[src/rtl/banked_lane_memory_pkg.sv]
// Shared types for the banked lane memory.
// Holds the sweep FSM encoding and the lane-count helper.
package banked_lane_memory_pkg;

    typedef enum logic {
        IDLE  = 1'b0,
        CLEAR = 1'b1
    } state_t;

    function automatic int lane_count(input int wsize, input int lsize);
        return wsize / lsize;
    endfunction

endpackage

[src/rtl/banked_lane_memory_if.sv]
// User-side bus of the banked lane memory: clear, write and read ports.
// The memory is the slave; the driver of requests is the master.
interface banked_lane_memory_if #(
    parameter int wordsize = 8,
    parameter int addrsize = 4,
    parameter int lanes    = 1
);
    logic                clear;
    logic                busy;
    logic                we;
    logic [addrsize-1:0] waddr;
    logic [wordsize-1:0] wdata;
    logic [lanes-1:0]    wbe;
    logic                re;
    logic [addrsize-1:0] raddr;
    logic [wordsize-1:0] rdata;
    logic                rvalid;

    modport master (
        output clear, we, waddr, wdata, wbe, re, raddr,
        input  busy, rdata, rvalid
    );

    modport slave (
        input  clear, we, waddr, wdata, wbe, re, raddr,
        output busy, rdata, rvalid
    );
endinterface

[src/rtl/banked_lane_memory.sv]
// Byte-lane writable RAM with registered read-first port and a
// self-clearing sweep that runs after reset and on request.
module banked_lane_memory
    import banked_lane_memory_pkg::*;
#(
    parameter int                 wordsize = 8,
    parameter int                 addrsize = 4,
    parameter int                 lanesize = 8,
    parameter logic [wordsize-1:0] clearval = '0
) (
    input  logic clk,
    input  logic rst_n,
    banked_lane_memory_if.slave bus
);
    localparam int LANES = lane_count(wordsize, lanesize);
    localparam int DEPTH = 2 ** addrsize;
    localparam logic [addrsize-1:0] LAST = '1;

    state_t              r_state;
    state_t              w_next;
    logic [addrsize-1:0] r_cnt;
    logic [wordsize-1:0] r_mem [DEPTH];
    logic [wordsize-1:0] r_rdata;
    logic                r_rvalid;
    logic [wordsize-1:0] w_mask;
    logic [wordsize-1:0] w_merge;
    logic                w_wr;
    logic                w_rd;

    always_ff @(posedge clk or negedge rst_n) begin
        if (!rst_n) r_state <= CLEAR;
        else        r_state <= w_next;
    end

    always_comb begin
        w_next = r_state;
        unique case (r_state)
            IDLE:  if (bus.clear) w_next = CLEAR;
            CLEAR: if (r_cnt == LAST) w_next = IDLE;
        endcase
    end

    // Counter wraps to zero on the last sweep address, ready for next time.
    always_ff @(posedge clk or negedge rst_n) begin
        if (!rst_n)               r_cnt <= '0;
        else if (r_state == CLEAR) r_cnt <= r_cnt + 1'b1;
        else                      r_cnt <= '0;
    end

    always_comb begin
        w_mask = '0;
        for (int i = 0; i < LANES; i++) begin
            if (bus.wbe[i]) w_mask[i*lanesize +: lanesize] = '1;
        end
    end

    assign w_merge = (r_mem[bus.waddr] & ~w_mask)
                   | (bus.wdata & w_mask);
    assign w_wr    = (r_state == IDLE) && bus.we && (|bus.wbe);
    assign w_rd    = (r_state == IDLE) && bus.re;

    // The array itself carries no reset; the sweep initialises it.
    always_ff @(posedge clk) begin
        if (r_state == CLEAR) r_mem[r_cnt]     <= clearval;
        else if (w_wr)        r_mem[bus.waddr] <= w_merge;
    end

    always_ff @(posedge clk or negedge rst_n) begin
        if (!rst_n) begin
            r_rvalid <= 1'b0;
            r_rdata  <= '0;
        end else begin
            r_rvalid <= w_rd;
            if (w_rd) r_rdata <= r_mem[bus.raddr];
        end
    end

    assign bus.busy   = (r_state == CLEAR);
    assign bus.rvalid = r_rvalid;
    assign bus.rdata  = r_rdata;

endmodule
[src/flat_wrapper.sv]
// flat-port wrapper written by rule: the top's interface ports become plain ports
module banked_lane_memory_flat import banked_lane_memory_pkg::*;
#(
    parameter int                 wordsize = 8,
    parameter int                 addrsize = 4,
    parameter int                 lanesize = 8,
    parameter logic [wordsize-1:0] clearval = '0
)
  (clk, rst_n, bus_clear, bus_we, bus_waddr, bus_wdata, bus_wbe, bus_re, bus_raddr, bus_busy, bus_rdata, bus_rvalid);
  banked_lane_memory_if #(.wordsize(wordsize), .addrsize(addrsize)) bus_i ();
  input  logic clk;
  input  logic rst_n;
  input wire logic [$bits(bus_i.clear)-1:0] bus_clear;
  input wire logic [$bits(bus_i.we)-1:0] bus_we;
  input wire logic [$bits(bus_i.waddr)-1:0] bus_waddr;
  input wire logic [$bits(bus_i.wdata)-1:0] bus_wdata;
  input wire logic [$bits(bus_i.wbe)-1:0] bus_wbe;
  input wire logic [$bits(bus_i.re)-1:0] bus_re;
  input wire logic [$bits(bus_i.raddr)-1:0] bus_raddr;
  output wire logic [$bits(bus_i.busy)-1:0] bus_busy;
  output wire logic [$bits(bus_i.rdata)-1:0] bus_rdata;
  output wire logic [$bits(bus_i.rvalid)-1:0] bus_rvalid;
  assign bus_i.clear = bus_clear;
  assign bus_i.we = bus_we;
  assign bus_i.waddr = bus_waddr;
  assign bus_i.wdata = bus_wdata;
  assign bus_i.wbe = bus_wbe;
  assign bus_i.re = bus_re;
  assign bus_i.raddr = bus_raddr;
  assign bus_busy = bus_i.busy;
  assign bus_rdata = bus_i.rdata;
  assign bus_rvalid = bus_i.rvalid;
  banked_lane_memory #(.wordsize(wordsize), .addrsize(addrsize), .lanesize(lanesize), .clearval(clearval)) u_core (.clk(clk), .rst_n(rst_n), .bus(bus_i));
endmodule
[config.mk]
export PLATFORM = sky130hd
export DESIGN_NAME = banked_lane_memory_flat
export DESIGN_NICKNAME = d
export VERILOG_FILES = /design/src/rtl/banked_lane_memory_pkg.sv /design/src/rtl/banked_lane_memory_if.sv /design/src/rtl/banked_lane_memory.sv /design/src/flat_wrapper.sv
export SDC_FILE = /design/constraint.sdc
export NUM_CORES = 1
export LEC_CHECK = 0
export BUFFER_PORTS_ARGS = -buffer_cell sky130_fd_sc_hd__buf_2
export CORE_ASPECT_RATIO = 1.5
export CORE_UTILIZATION = 45
export DETAILED_ROUTE_END_ITERATION = 12
export HOLD_SLACK_MARGIN = 0.1
export PLACE_DENSITY_LB_ADDON = 0.25
export SETUP_SLACK_MARGIN = 0.05
export SLEW_MARGIN = 30
export SYNTH_ARGS = -nofsm -noshare
export SYNTH_HDL_FRONTEND = slang
export SYNTH_SLANG_ARGS = --single-unit
[constraint.sdc]
create_clock -name clk -period 3.7 [get_ports clk]
set_input_delay 0.74 -clock clk [delete_from_list [all_inputs] [get_ports clk]]
set_output_delay 0.74 -clock clk [all_outputs]
set_load 0.01 [all_outputs]
==> out/qor.txt <==
run status: finished clean
fraction of final layout cells sized beyond drive strength 1: 18.1%
post-placement worst setup slack: 0.950 ns
number of pins exceeding their max-slew limit in the final report: 0
final-stage net count: 419
setup slack of the most critical reg-to-reg path: 1.25 ns
transition time at the pin with the least slew margin: 0.776 ns
count of clock tree sinks: 142
initial DRC count: 186
arrival time of data at the critical path endpoint: 2.49 ns
Final Cycle Share: 66.1%
Critical path origin: u_core.bus.busy$_DFF_PN1_
number of antenna violations at the first check in global routing: 0
GRT Resource Usage Total: 19.5%
Cell Chain, Critical Path: and3b_1 > nor3_1 > a31oi_1 > nor2_1
portion of the post-synthesis area used by sequential elements: 72.3%
Detail Route Antenna Nets: 0
weighted congestion reported at the end of routability-driven placement: 0.799
Reg2Reg Launch Point: u_core.bus.busy$_DFF_PN1_
Critical R2R Capture: u_core.r_mem[12][2]$_DFFE_PP_
number of placement rows: 50
y dimension of the die: 141 um
clock tree from TritonCTS: built
count of cell instances traversed by the critical path: 4
total leakage power: 2.47 nW
number of maximum-capacitance violations: 0
final cell count without fillers: 565
CP Max Fanout: 16
Clock transition at path regs: 0.06 ns
number of inserted filler cells in the final layout: 1042
diodes inserted: 0
half-perimeter wire length of the detailed placement result: 8150 um
area overhead of the layout relative to synthesis: 14.4%
critical path's slowest cell: sky130_fd_sc_hd__nor2_1
net count after synthesis: 384
Final Setup Violations: 0
count of buffers inserted at the top-level ports: 31
netlist area before placement: 0.00580 mm2
number of iterations in the first detailed-routing pass: 4
post-detailed-placement cell area: 0.00603 mm2
gr ovfl total: 0
slowest cell delay on critical path: 0.65 ns
Final Hold Violating Endpoints: 0
flops & latches, synth: 142
most frequent standard cell in the layout excluding fill and tap cells: sky130_fd_sc_hd__edfxtp_1
core area: 0.0125 mm2
Pwr Density: 703 mW/mm2
placed cell count: 533
Chip Width: 94.7 um
master cell of the clock root buffer: sky130_fd_sc_hd__clkbuf_16
number of warnings reported in the yosys synthesis log: 0
nature of the critical path endpoint: flip-flop
maximum clock skew at final layout: 0.00764 ns
min cycle time layout: 2.45 ns
number of top-level pins: 32
crit-path leading delay family: simple AND/OR/NAND/NOR gates
classification of the worst setup path: flip-flop to flip-flop
maximum clock frequency: 0.409 GHz
post-detailed-route DRC marker count: 0
maximum root-to-sink buffer count: 2
unrepaired setup endpoints after global routing: false
CTS Hold Buffers Added: 0
post-CTS setup repair buffer count: 0
most frequent cells in the layout: sky130_fd_sc_hd__edfxtp_1 (128), sky130_fd_sc_hd__mux2i_1 (64), sky130_fd_sc_hd__buf_2 (30), sky130_fd_sc_hd__nand2_1 (24), sky130_fd_sc_hd__a22oi_1 (24)
post-route cell area: 0.00664 mm2
deepest level of the CTS H-tree: 4
Num CTS Buffers: 17
register cell area after layout: 0.00420 mm2
relative slew slack: 48.3%
nature of the critical path startpoint: flip-flop
DIE AREA: 0.0134 mm2
count of distinct cell types in the synthesized netlist: 34
Hold/Removal Path Class: input pin to asynchronous set/reset pin
endpoint required time on the critical path: 3.75 ns
number of instances in the synthesized netlist: 361
share of the core filled with cells in the final layout: 53.1%
global-route wire length before repair: 17800 um
initial standard-cell utilization of the core: 46.4%
TNS Setup: 0 ns
vias per std cell: 5.62
via count of the first global-routing pass: 3285
worst voltage drop across the vdd grid: 0.479 mV
via count: 3174
Final Worst Setup Slack: 1.25 ns
latest clock arrival within the worst-skew pair: 0.42 ns
mean area per synthesized cell: 16.1 um2
Critical path buffers and inverters: 0
CP endpoint: u_core.r_mem[12][2]$_DFFE_PP_
count of cells along the worst register-to-register path: 4
number of gates given a new drive strength after cts: 0
total area of multi-input combinational cells: 0.00142 mm2
largest net degree at the start of global routing: 35
routed len/inst: 21.2 um
WL final: 12000 um
[cell type report]
| cell class | count | share of cell area (%) |
|---|---|---|
| clock buffers | 18 | 6.62 |
| flip-flops and latches | 142 | 63.2 |
| well taps | 156 | 2.94 |
| clock inverters | 14 | 2.51 |
| inverters | 5 | 0.283 |
| multi-input cells | 195 | 21.4 |
| repair buffers | 35 | 3.02 |
[report_power, final]
| group | switching (mW) | leakage, nW | internal, mW |
|---|---|---|---|
| clock | 0.637 | 0.278 | 1.07 |
| combinational | 0.475 | 0.815 | 0.238 |
| sequential | 0.126 | 1.37 | 2.12 |
[cell families (layout without fill, tap and decap cells)]
logic type	Yosys count	count (layout)	share of synthesized area, %
buffers and inverters	24	72	3.19
AOI/OAI and AO/OA	33	33	4.72
and+or+nand+nor	95	95	8.26
muxes	64	64	11.0
DFF	142	142	72.3
adders and majority gates	1	1	0.216
xor gates and xnor gates	2	2	0.302
[synthesized netlist by cell type]
master,number,share of area [%]
sky130_fd_sc_hd__nor3_1,2,0.17
sky130_fd_sc_hd__nor2_2,2,0.22
sky130_fd_sc_hd__xnor2_1,1,0.15
sky130_fd_sc_hd__buf_6,4,0.78
sky130_fd_sc_hd__nand3b_1,1,0.13
sky130_fd_sc_hd__a32oi_1,2,0.30
sky130_fd_sc_hd__xor2_1,1,0.15
sky130_fd_sc_hd__clkbuf_1,1,0.065
sky130_fd_sc_hd__and2_1,12,1.3
sky130_fd_sc_hd__a31oi_1,4,0.43
sky130_fd_sc_hd__nand4_1,8,0.86
sky130_fd_sc_hd__nand3_1,17,1.5
sky130_fd_sc_hd__and2_0,1,0.11
sky130_fd_sc_hd__a22oi_1,24,3.1
sky130_fd_sc_hd__mux2i_1,64,11
sky130_fd_sc_hd__buf_4,3,0.39
sky130_fd_sc_hd__and3b_1,1,0.15
sky130_fd_sc_hd__buf_2,8,0.69
sky130_fd_sc_hd__a31oi_4,2,0.73
sky130_fd_sc_hd__inv_1,4,0.26
sky130_fd_sc_hd__nor2_1,19,1.2
sky130_fd_sc_hd__edfxtp_1,128,66
sky130_fd_sc_hd__nor2b_1,3,0.32
sky130_fd_sc_hd__nand2_1,24,1.6
sky130_fd_sc_hd__buf_8,1,0.26
sky130_fd_sc_hd__a41oi_1,1,0.15
sky130_fd_sc_hd__nor3b_2,2,0.43
sky130_fd_sc_hd__dfrtp_1,13,5.6
sky130_fd_sc_hd__nand2b_1,1,0.11
sky130_fd_sc_hd__and3_1,2,0.22
sky130_fd_sc_hd__buf_12,2,0.69
sky130_fd_sc_hd__dfstp_2,1,0.45
sky130_fd_sc_hd__inv_2,1,0.065
sky130_fd_sc_hd__ha_1,1,0.22
[worst min-delay path by stage]
stage	endpoint	slack [ns]	cells past startpoint
after floorplan	u_core.bus.rdata[0]$_DFFE_PN0P_	0.44	0
after global placement	u_core.bus.rdata[0]$_DFFE_PN0P_	0.46	2
after detailed placement	u_core.bus.rdata[6]$_DFFE_PN0P_	0.47	2
after CTS	u_core.r_cnt[2]$_DFF_PN0_	0.25	1
after global routing	u_core.bus.rdata[2]$_DFFE_PN0P_	0.26	1
final	u_core.r_cnt[2]$_DFF_PN0_	0.24	1
[sequential cells by signal (all words and copies together) (netlist names)]
signal,flops
u_core.bus.rvalid,1
u_core.bus.rdata,8
u_core.r_cnt,4
u_core.r_mem,128
u_core.bus.busy,1
[routing by layer]
metal  routed length (um)  share of wire [%]  up-vias  track usage, %
li1                     -                  -     1458               -
met1                 4290                 36     1558            20.2
met2                 6600                 55      125            34.3
met3                  537                4.5       33            3.99
met4                  544                4.5        0            13.5
met5                    0                  0        -               0
[stage by stage]
step	hold slack, ns	power (mW)
floorplan	0.444	2.73
global placement	0.461	2.97
detailed placement	0.471	2.99
CTS	0.247	4.68
global route	0.256	4.83
finish	0.239	4.67
No activity file was read; power rests on OpenSTA's default activity.
